## config.mk

```make
export PLATFORM = sky130hd
export DESIGN_NAME = instr_fetch
export DESIGN_NICKNAME = d
export VERILOG_FILES = /design/src/rtl/instr_fetch.sv
export SDC_FILE = /design/constraint.sdc
export NUM_CORES = 1
export LEC_CHECK = 0
export CAP_MARGIN = 40
export CORE_MARGIN = 5
export CORE_UTILIZATION = 50
export CTS_CLUSTER_DIAMETER = 50
export CTS_CLUSTER_SIZE = 16
export DETAILED_ROUTE_END_ITERATION = 12
export PLACE_DENSITY = 0.79
export REMOVE_ABC_BUFFERS = 1
export SLEW_MARGIN = 40
export SYNTH_ARGS = -nofsm -noshare
export SYNTH_HDL_FRONTEND = slang
export SYNTH_SLANG_ARGS = --single-unit
```

## constraint.sdc

```tcl
create_clock -name clk -period 3 [get_ports clk]
set_input_delay 0.6 -clock clk [delete_from_list [all_inputs] [get_ports clk]]
set_output_delay 0.6 -clock clk [all_outputs]
set_load 0.02 [all_outputs]
```

## src/rtl/instr_fetch.sv

```systemverilog
// Instruction fetch stage: issues reads to a 1-cycle synchronous memory and buffers
// returned words in a 2-entry FIFO. Define IFETCH_PERF_EN to add fetch/stall counters.
module instr_fetch #(
    parameter int                ADDR_W   = 8,
    parameter logic [ADDR_W-1:0] RESET_PC = '0
) (
    input  logic              clk,
    input  logic              rst,
    output logic              imem_req,
    output logic [ADDR_W-1:0] imem_addr,
    input  logic [31:0]       imem_data,
    output logic [31:0]       code,
    output logic              code_valid,
    input  logic              code_ready,
    output logic [ADDR_W-1:0] code_pc,
    input  logic              redirect,
    input  logic [ADDR_W-1:0] redirect_addr,
    output logic              halted
`ifdef IFETCH_PERF_EN
    ,
    output logic [15:0]       fetch_cnt,
    output logic [15:0]       stall_cnt
`endif
);

    localparam logic [1:0] ST_RUN   = 2'd0;
    localparam logic [1:0] ST_DRAIN = 2'd1;
    localparam logic [1:0] ST_HALT  = 2'd2;
    localparam logic [5:0] HALT_OP  = 6'h3f;

    logic [1:0]        state;
    logic [ADDR_W-1:0] fetch_pc;
    logic [ADDR_W-1:0] inflight_pc;
    logic              inflight;

    logic [ADDR_W-1:0] fifo_pc   [2];
    logic [31:0]       fifo_word [2];
    logic              rd_ptr;
    logic              wr_ptr;
    logic [1:0]        count;

    logic              pop;
    logic              push;
    logic              halt_return;
    logic [2:0]        occupancy;
    logic              room;

    assign code_valid  = (count != 2'd0);
    assign pop         = code_valid & code_ready;
    assign push        = inflight & ~redirect;
    assign halt_return = inflight & (imem_data[31:26] == HALT_OP);
    assign occupancy   = {1'b0, count} + {2'b00, inflight} - {2'b00, pop};
    assign room        = (occupancy < 3'd2);

    // A returning HALT word blocks the request that would otherwise issue alongside it,
    // so nothing past the HALT address is ever fetched.
    assign imem_req  = ~rst & (state == ST_RUN) & ~redirect & ~halt_return & room;
    assign imem_addr = imem_req ? fetch_pc : '0;

    assign code    = code_valid ? fifo_word[rd_ptr] : '0;
    assign code_pc = code_valid ? fifo_pc[rd_ptr]   : '0;
    assign halted  = (state == ST_HALT);

    always_ff @(posedge clk or posedge rst) begin
        if (rst) begin
            fetch_pc    <= RESET_PC;
            inflight    <= 1'b0;
            inflight_pc <= '0;
        end else begin
            inflight <= imem_req;
            if (redirect) begin
                fetch_pc <= redirect_addr;
            end else if (imem_req) begin
                inflight_pc <= fetch_pc;
                fetch_pc    <= fetch_pc + ADDR_W'(1);
            end
        end
    end

    // Redirect wins over everything: a transfer in the same cycle still completes,
    // then the FIFO and any in-flight response are dropped.
    always_ff @(posedge clk or posedge rst) begin
        if (rst) begin
            count  <= 2'd0;
            rd_ptr <= 1'b0;
            wr_ptr <= 1'b0;
        end else if (redirect) begin
            count  <= 2'd0;
            rd_ptr <= 1'b0;
            wr_ptr <= 1'b0;
        end else begin
            if (push) wr_ptr <= ~wr_ptr;
            if (pop)  rd_ptr <= ~rd_ptr;
            count <= count + {1'b0, push} - {1'b0, pop};
        end
    end

    always_ff @(posedge clk) begin
        if (push) begin
            fifo_pc[wr_ptr]   <= inflight_pc;
            fifo_word[wr_ptr] <= imem_data;
        end
    end

    always_ff @(posedge clk or posedge rst) begin
        if (rst) begin
            state <= ST_RUN;
        end else if (redirect) begin
            state <= ST_RUN;
        end else begin
            case (state)
                ST_RUN:   if (push && imem_data[31:26] == HALT_OP) state <= ST_DRAIN;
                ST_DRAIN: if (pop && code[31:26] == HALT_OP)       state <= ST_HALT;
                ST_HALT:  state <= ST_HALT;
                default:  state <= ST_RUN;
            endcase
        end
    end

`ifdef IFETCH_PERF_EN
    always_ff @(posedge clk or posedge rst) begin
        if (rst) begin
            fetch_cnt <= 16'd0;
            stall_cnt <= 16'd0;
        end else begin
            if (pop && fetch_cnt != 16'hFFFF)
                fetch_cnt <= fetch_cnt + 16'd1;
            if (code_valid && !code_ready && stall_cnt != 16'hFFFF)
                stall_cnt <= stall_cnt + 16'd1;
        end
    end
`endif

endmodule

```

---- After elaboration in Yosys (flattened, before gate mapping) ----
Memory sizes are Yosys's and may differ from the RTL's.
Cells that the tools add are included.
storage, ports and cells
  register bits after elaboration ......... 23
  RAM bits ................................ 80
  bits of input ports ..................... 44
  word-level logic and storage cells ...... 58
  memories ................................ 2
operators by class
  $add $sub $neg .......................... 5
  order comparisons ....................... 1
  equality and inequality tests ........... 6
  muxes and demuxes ....................... 16
  bitwise logic cells ..................... 12
  reductions and logical operators ........ 9
memory list
  name       depth  width  rd ports  clocked after Yosys merged registers in  write ports  RTL line  text
  fifo_word  2      32     1         0                                        1            37        logic [31:0] fifo_word [2];
  fifo_pc    2      8      1         0                                        1            36        logic [ADDR_W-1:0] fifo_pc [2];
operators with widths
  cell                   count
  $mux W32               1
  $mux W8                4
  $eq A6 B6 Y1 const B   2
  $add A8 B1 Y8 const B  1
  $mux W2                4
  $reduce_bool A2 Y1     4
  $and A1 B1 Y1          7
  $mux W1                6
  $pmux W2 S3            1
  $not A1 Y1             5
  $reduce_and A2 Y1      2
  $add A2 B1 Y3          1
  $lt A3 B2 Y1 const B   1
  $ne A3 B2 Y1 const B   1
  $ne A3 B3 Y1 const B   1
  $sub A3 B1 Y3          1
  $add A2 B1 Y2          1
  $eq A2 B1 Y1 const B   1
  $eq A2 B2 Y1 const B   1
  $logic_and A1 B1 Y1    2
  $logic_not A2 Y1       1
  $sub A2 B1 Y2          1

---- Longest topological paths before layout ----
  word-level depth ........................ 7
  depth in mapped cells ................... 10
  gate-level depth less buffers ........... 9

---- Worst setup path before layout ----
No wires, ideal clock.
  path type ............................... input to output
  start ................................... input port code_ready
  end ..................................... output port imem_addr[1]
  data arrival time ....................... 2448 ps
  data required time ...................... 2400 ps
  slack ................................... -48 ps
  stages on the path ...................... 9
  path buffers ............................ 2
  path through ............................ and3b_1 -> o21ai_0 -> fa_1 -> xnor2_1 -> nand4_1 -> or2_4 -> buf_4 -> buf_6 -> nor2_1
between the ends
  cells in the longest elaborated chain, start to end .. 5
ends and longest elaborated chain
  item           RTL line  text
  from (decl)    14        input logic code_ready,
  $and A1 B1 Y1  49        assign pop = code_valid & code_ready;
  $sub A3 B1 Y3  52        assign occupancy = {1'b0, count} + {2'b00, inflight} - {2'b00, pop};
  $lt A3 B2 Y1   53        assign room = (occupancy < 3'd2);
  $and A1 B1 Y1  57        assign imem_req = ~rst & (state == ST_RUN) & ~redirect & ~halt_return & room;
  $mux W8        58        assign imem_addr = imem_req ? fetch_pc : '0;
  to (decl)      10        output logic [ADDR_W-1:0] imem_addr,
No other way between the ends.

---- Final worst setup path ----
  start ................................... register count[0]
  end ..................................... output port imem_addr[1]
between the ends
  cells in the longest elaborated chain, start to end .. 6
  elaborated cells between the ends (all ways) .. 7
  classes of those cells .................. 2 x add/sub; 1 x order compare; 1 x mux; 2 x bitwise; 1 x reduce/logical
ends and longest elaborated chain
  item                                                                   RTL line  text
  from (decl)                                                            40        logic [1:0] count;
  from (signal assigned)                                                 94        count <= count + {1'b0, push} - {1'b0, pop};
  parallel branches: the longest is 2 deep, another holds $add A2 B1 Y3  --
  $sub A3 B1 Y3 *                                                        52
  $lt A3 B2 Y1 *                                                         53
  $and A1 B1 Y1 *                                                        57
  $mux W8 *                                                              58
Every way passes the cells marked *.

==> results.toml <==
[outcome]
result_of_the_run = "finished, final reports clean"

[power_and_ir_drop]
power.ir.vdd_worst_uv = 392
power.leakage_nw = 2.22
netSwitchingFraction = 0.331
switchingPower_mw = 1.42
p_per_area_nw_per_um2 = 724
power.combinational.fraction = 0.363
p_clk_frac = 0.192
internal_power_mw = 2.87
seqPwrFrac = 0.445

[setup_path]
crit_path_max_fanout = 4
setup.reg_to_reg.worst_slack_ns = 0.10
worst-setup-path-type = "reg -> out"
cp.arrival_ns = 2.39
worst_setup_sp = "count[0]"
worst_reg2reg_path_depth = 13
critical_path.reg2reg.startpoint = "count[0]"
setup.worst_path.end_class = "output pin"
worst_r2r_endpoint = "fetch_pc[7]"
critPathRequiredTime_ns = 2.40
cp-endpoint = "imem_addr[1]"
cp-start-kind = "flop"

[placement]
globalplace.congestion = 0.775
dp_hpwl_microns = 6380
placement.io_buffers = 94

[drt]
ant_nets = 0
route.final.wire_length_microns = 9260
drt_wl_cell_microns = 17.2
drt-pass1-iter-count = 4
avgViaCountPerCell = 5.19
starting_drc_count_in_detailed_routing = 116
via_count = 2800
drc = 0

[logic_synthesis]
synthDominantCellAreaShare = 0.562
yosys_warnings = 0
yosysSeqAreaShare = 0.697
synth-edff-count = 80
share_of_the_synthesized_area_in_compound_gates_ao_oa_aoi_oai = 0.0559
synth-simple-area-share = 0.0888
synthCells = 292
synth.area.top_cells = "edfxtp_1, dfrtp_1, mux2i_1"
synth_largest_area_cell = "edfxtp_1"
synth-main-ff-cell = "edfxtp_1"
yosys.cell_types.count = 42
yosys-mux-area-fraction = 0.0937
synth-seq-cells = 103
synth_area_sq_um = 4270
synthesis.area_per_instance_sq_um = 14.6
synth_xor_area_frac = 0.0123
asyncSetResetFlopFracSynth = 0.223
adder_cell_area_share_of_the_yosys_netlist = 0.0223
synth_top_family_by_area = "multiplexers"

[cells_and_area]
num_antenna_cells = 0
multi_input_comb_area_sq_um = 1230
fin_nets = 480
ff_latch_area_sq_um = 2980
final_common_cell = "clkdlybuf4s50_1"
nFillCells = 579
mostFrequentLayoutCells = "clkdlybuf4s50_1, edfxtp_1, nor2_1"
layout-drive-gt1-share = 0.217
area_growth_from_synthesis_to_final_layout_pct = 38.8
post-route-util = 0.718

[grt]
grt_pass1_wl_microns = 14400
vias_in_the_first_global_route = 2972
overflow = 0
grtUsageTotal = 0.181
grt_antenna_before_repair = 0
grt_max_degree = 39

[sta]
worst_slew_margin_relative_to_its_limit = 0.701
setup_violations = 0
timing.final.hold_violations = 0
worst-slew-pin-transition_ns = 0.448
slew_violations = 0
rsz0062_at_grt = "true"
period_minus_slack_ns = 2.99
timing.hold.ws_ns = 0.481
timing.fmax_ghz = 0.334
period_share = 0.997
fin_clk_skew_ns = 0.00598

[run]
maxCapViolCount = 0

[clock_network]
clock_latency_ns = 0.36
htree_levels = 3
max-clock-path-buffers = 2
cts_inserted_buffers = 9
clock_sinks = 103
clockRootBuffer = "clkbuf_8"
clk_pin_slew_worst_paths_ns = 0.10
cts_tree = "done"

[floorplanning]
core_region_area_sq_um = 8260
pin_count = 95
floorplan.rows = 33
die_area_sq_um = 10500
die-height_microns = 102
die_width_microns = 102
initial_cell_density_of_the_core = 0.517

[worst_hold_path]
hold_class = "reg -> reg"
min_from = "inflight_pc[1]"
[sequential cells by signal (all words and copies together) (netlist names)]
signal	count
fifo_word	64
fifo_pc	16
fetch_pc	8
inflight_pc	8
count	2
state	2
inflight	1
rd_ptr	1
wr_ptr	1
[final cells by class]
type / count / share of cell area
Timing Repair Buffer: 139 / 0.228
Tap cell: 105 / 0.0222
Clock buffer: 9 / 0.0209
Sequential cell: 103 / 0.503
Clock inverter: 7 / 0.0112
Inverter: 11 / 0.00781
Multi-Input combinational cell: 165 / 0.208
[power by group through the flow]
stage                     registers, mW  clock network, mW  logic [mW]
final                              1.91              0.825        1.56
after global routing               1.93              0.902        1.68
after global placement             1.92                  0        1.44
after floorplan                    1.97                  0       0.748
after detailed placement           1.94                  0        1.47
after CTS                          1.91              0.839        1.53
[per-stage QoR]
stage	setup WS [ns]	setup TNS (ns)	power, mW	instances	cell area (sq um)
after detailed placement	-0.944	-8.38	3.40	508	5550
final	0.00915	0	4.29	539	5930
after CTS	-0.0473	-0.0884	4.28	531	5840
after floorplan	-0.290	-0.580	2.72	279	4190
after global placement	-0.875	-7.45	3.36	508	5550
after global routing	-0.0840	-0.648	4.51	539	5930
[Yosys cell counts, drive strengths merged, types with 2 or more instances]
cell type	n
mux2i	40
inv	11
a221o	4
edfxtp	80
nor4	2
nor3	4
nand4	2
nand3	4
clkbuf	5
o21ai	10
dfrtp	23
a21o	8
nor2	49
nand2	4
and2	7
buf	8
and3	2
nor2b	2
ha	6
a21bo	2
xnor2	5
[cell families (layout without fill, tap and decap cells)]
group / count (synthesis) / count (layout)
xor+xnor: 6 / 6
fa+ha+maj: 7 / 7
buf+inv: 24 / 166
compound gates: 31 / 31
mux: 40 / 40
simple gates: 81 / 81
flops: 103 / 103
[metal layers]
layer  GRT usage  part of all wire  vias to the layer above  wire length (microns)
met4      0.0585             0.016                        0                    144
met1       0.224              0.42                     1369                   3860
met5           0                 0                        -                      0
li1            -                 -                     1342                      -
met2       0.322              0.52                       76                   4790
met3      0.0307             0.050                       13                    466
[critical path: stages (launching register included)]
cell	delay [ns]
dfrtp_1	0.41
and3b_2	0.27
o21ai_2	0.06
fa_2	0.52
nand4_1	0.11
or2_4	0.29
buf_6	0.14
nor2_4	0.11
buf_6	0.13
[repair_timing]
action | CTS | global route
resized for setup | 75 | 6
buffers inserted | 7 | 9
gates cloned | 0 | 0
pin swaps | 4 | 8
setup endpoints to repair | 9 | 13
hold buffers | 0 | 0
[worst min path at each step]
stage                                to  depth (start not counted)
after global placement    fifo_pc[0][4]                          0
final                     fifo_pc[1][1]                          0
after detailed placement  fifo_pc[1][1]                          0
after CTS                 fifo_pc[1][1]                          0
after global routing      fifo_pc[0][3]                          0
after floorplan           fifo_pc[0][0]                          0
Note: power is estimated with default switching activity, not from simulation.
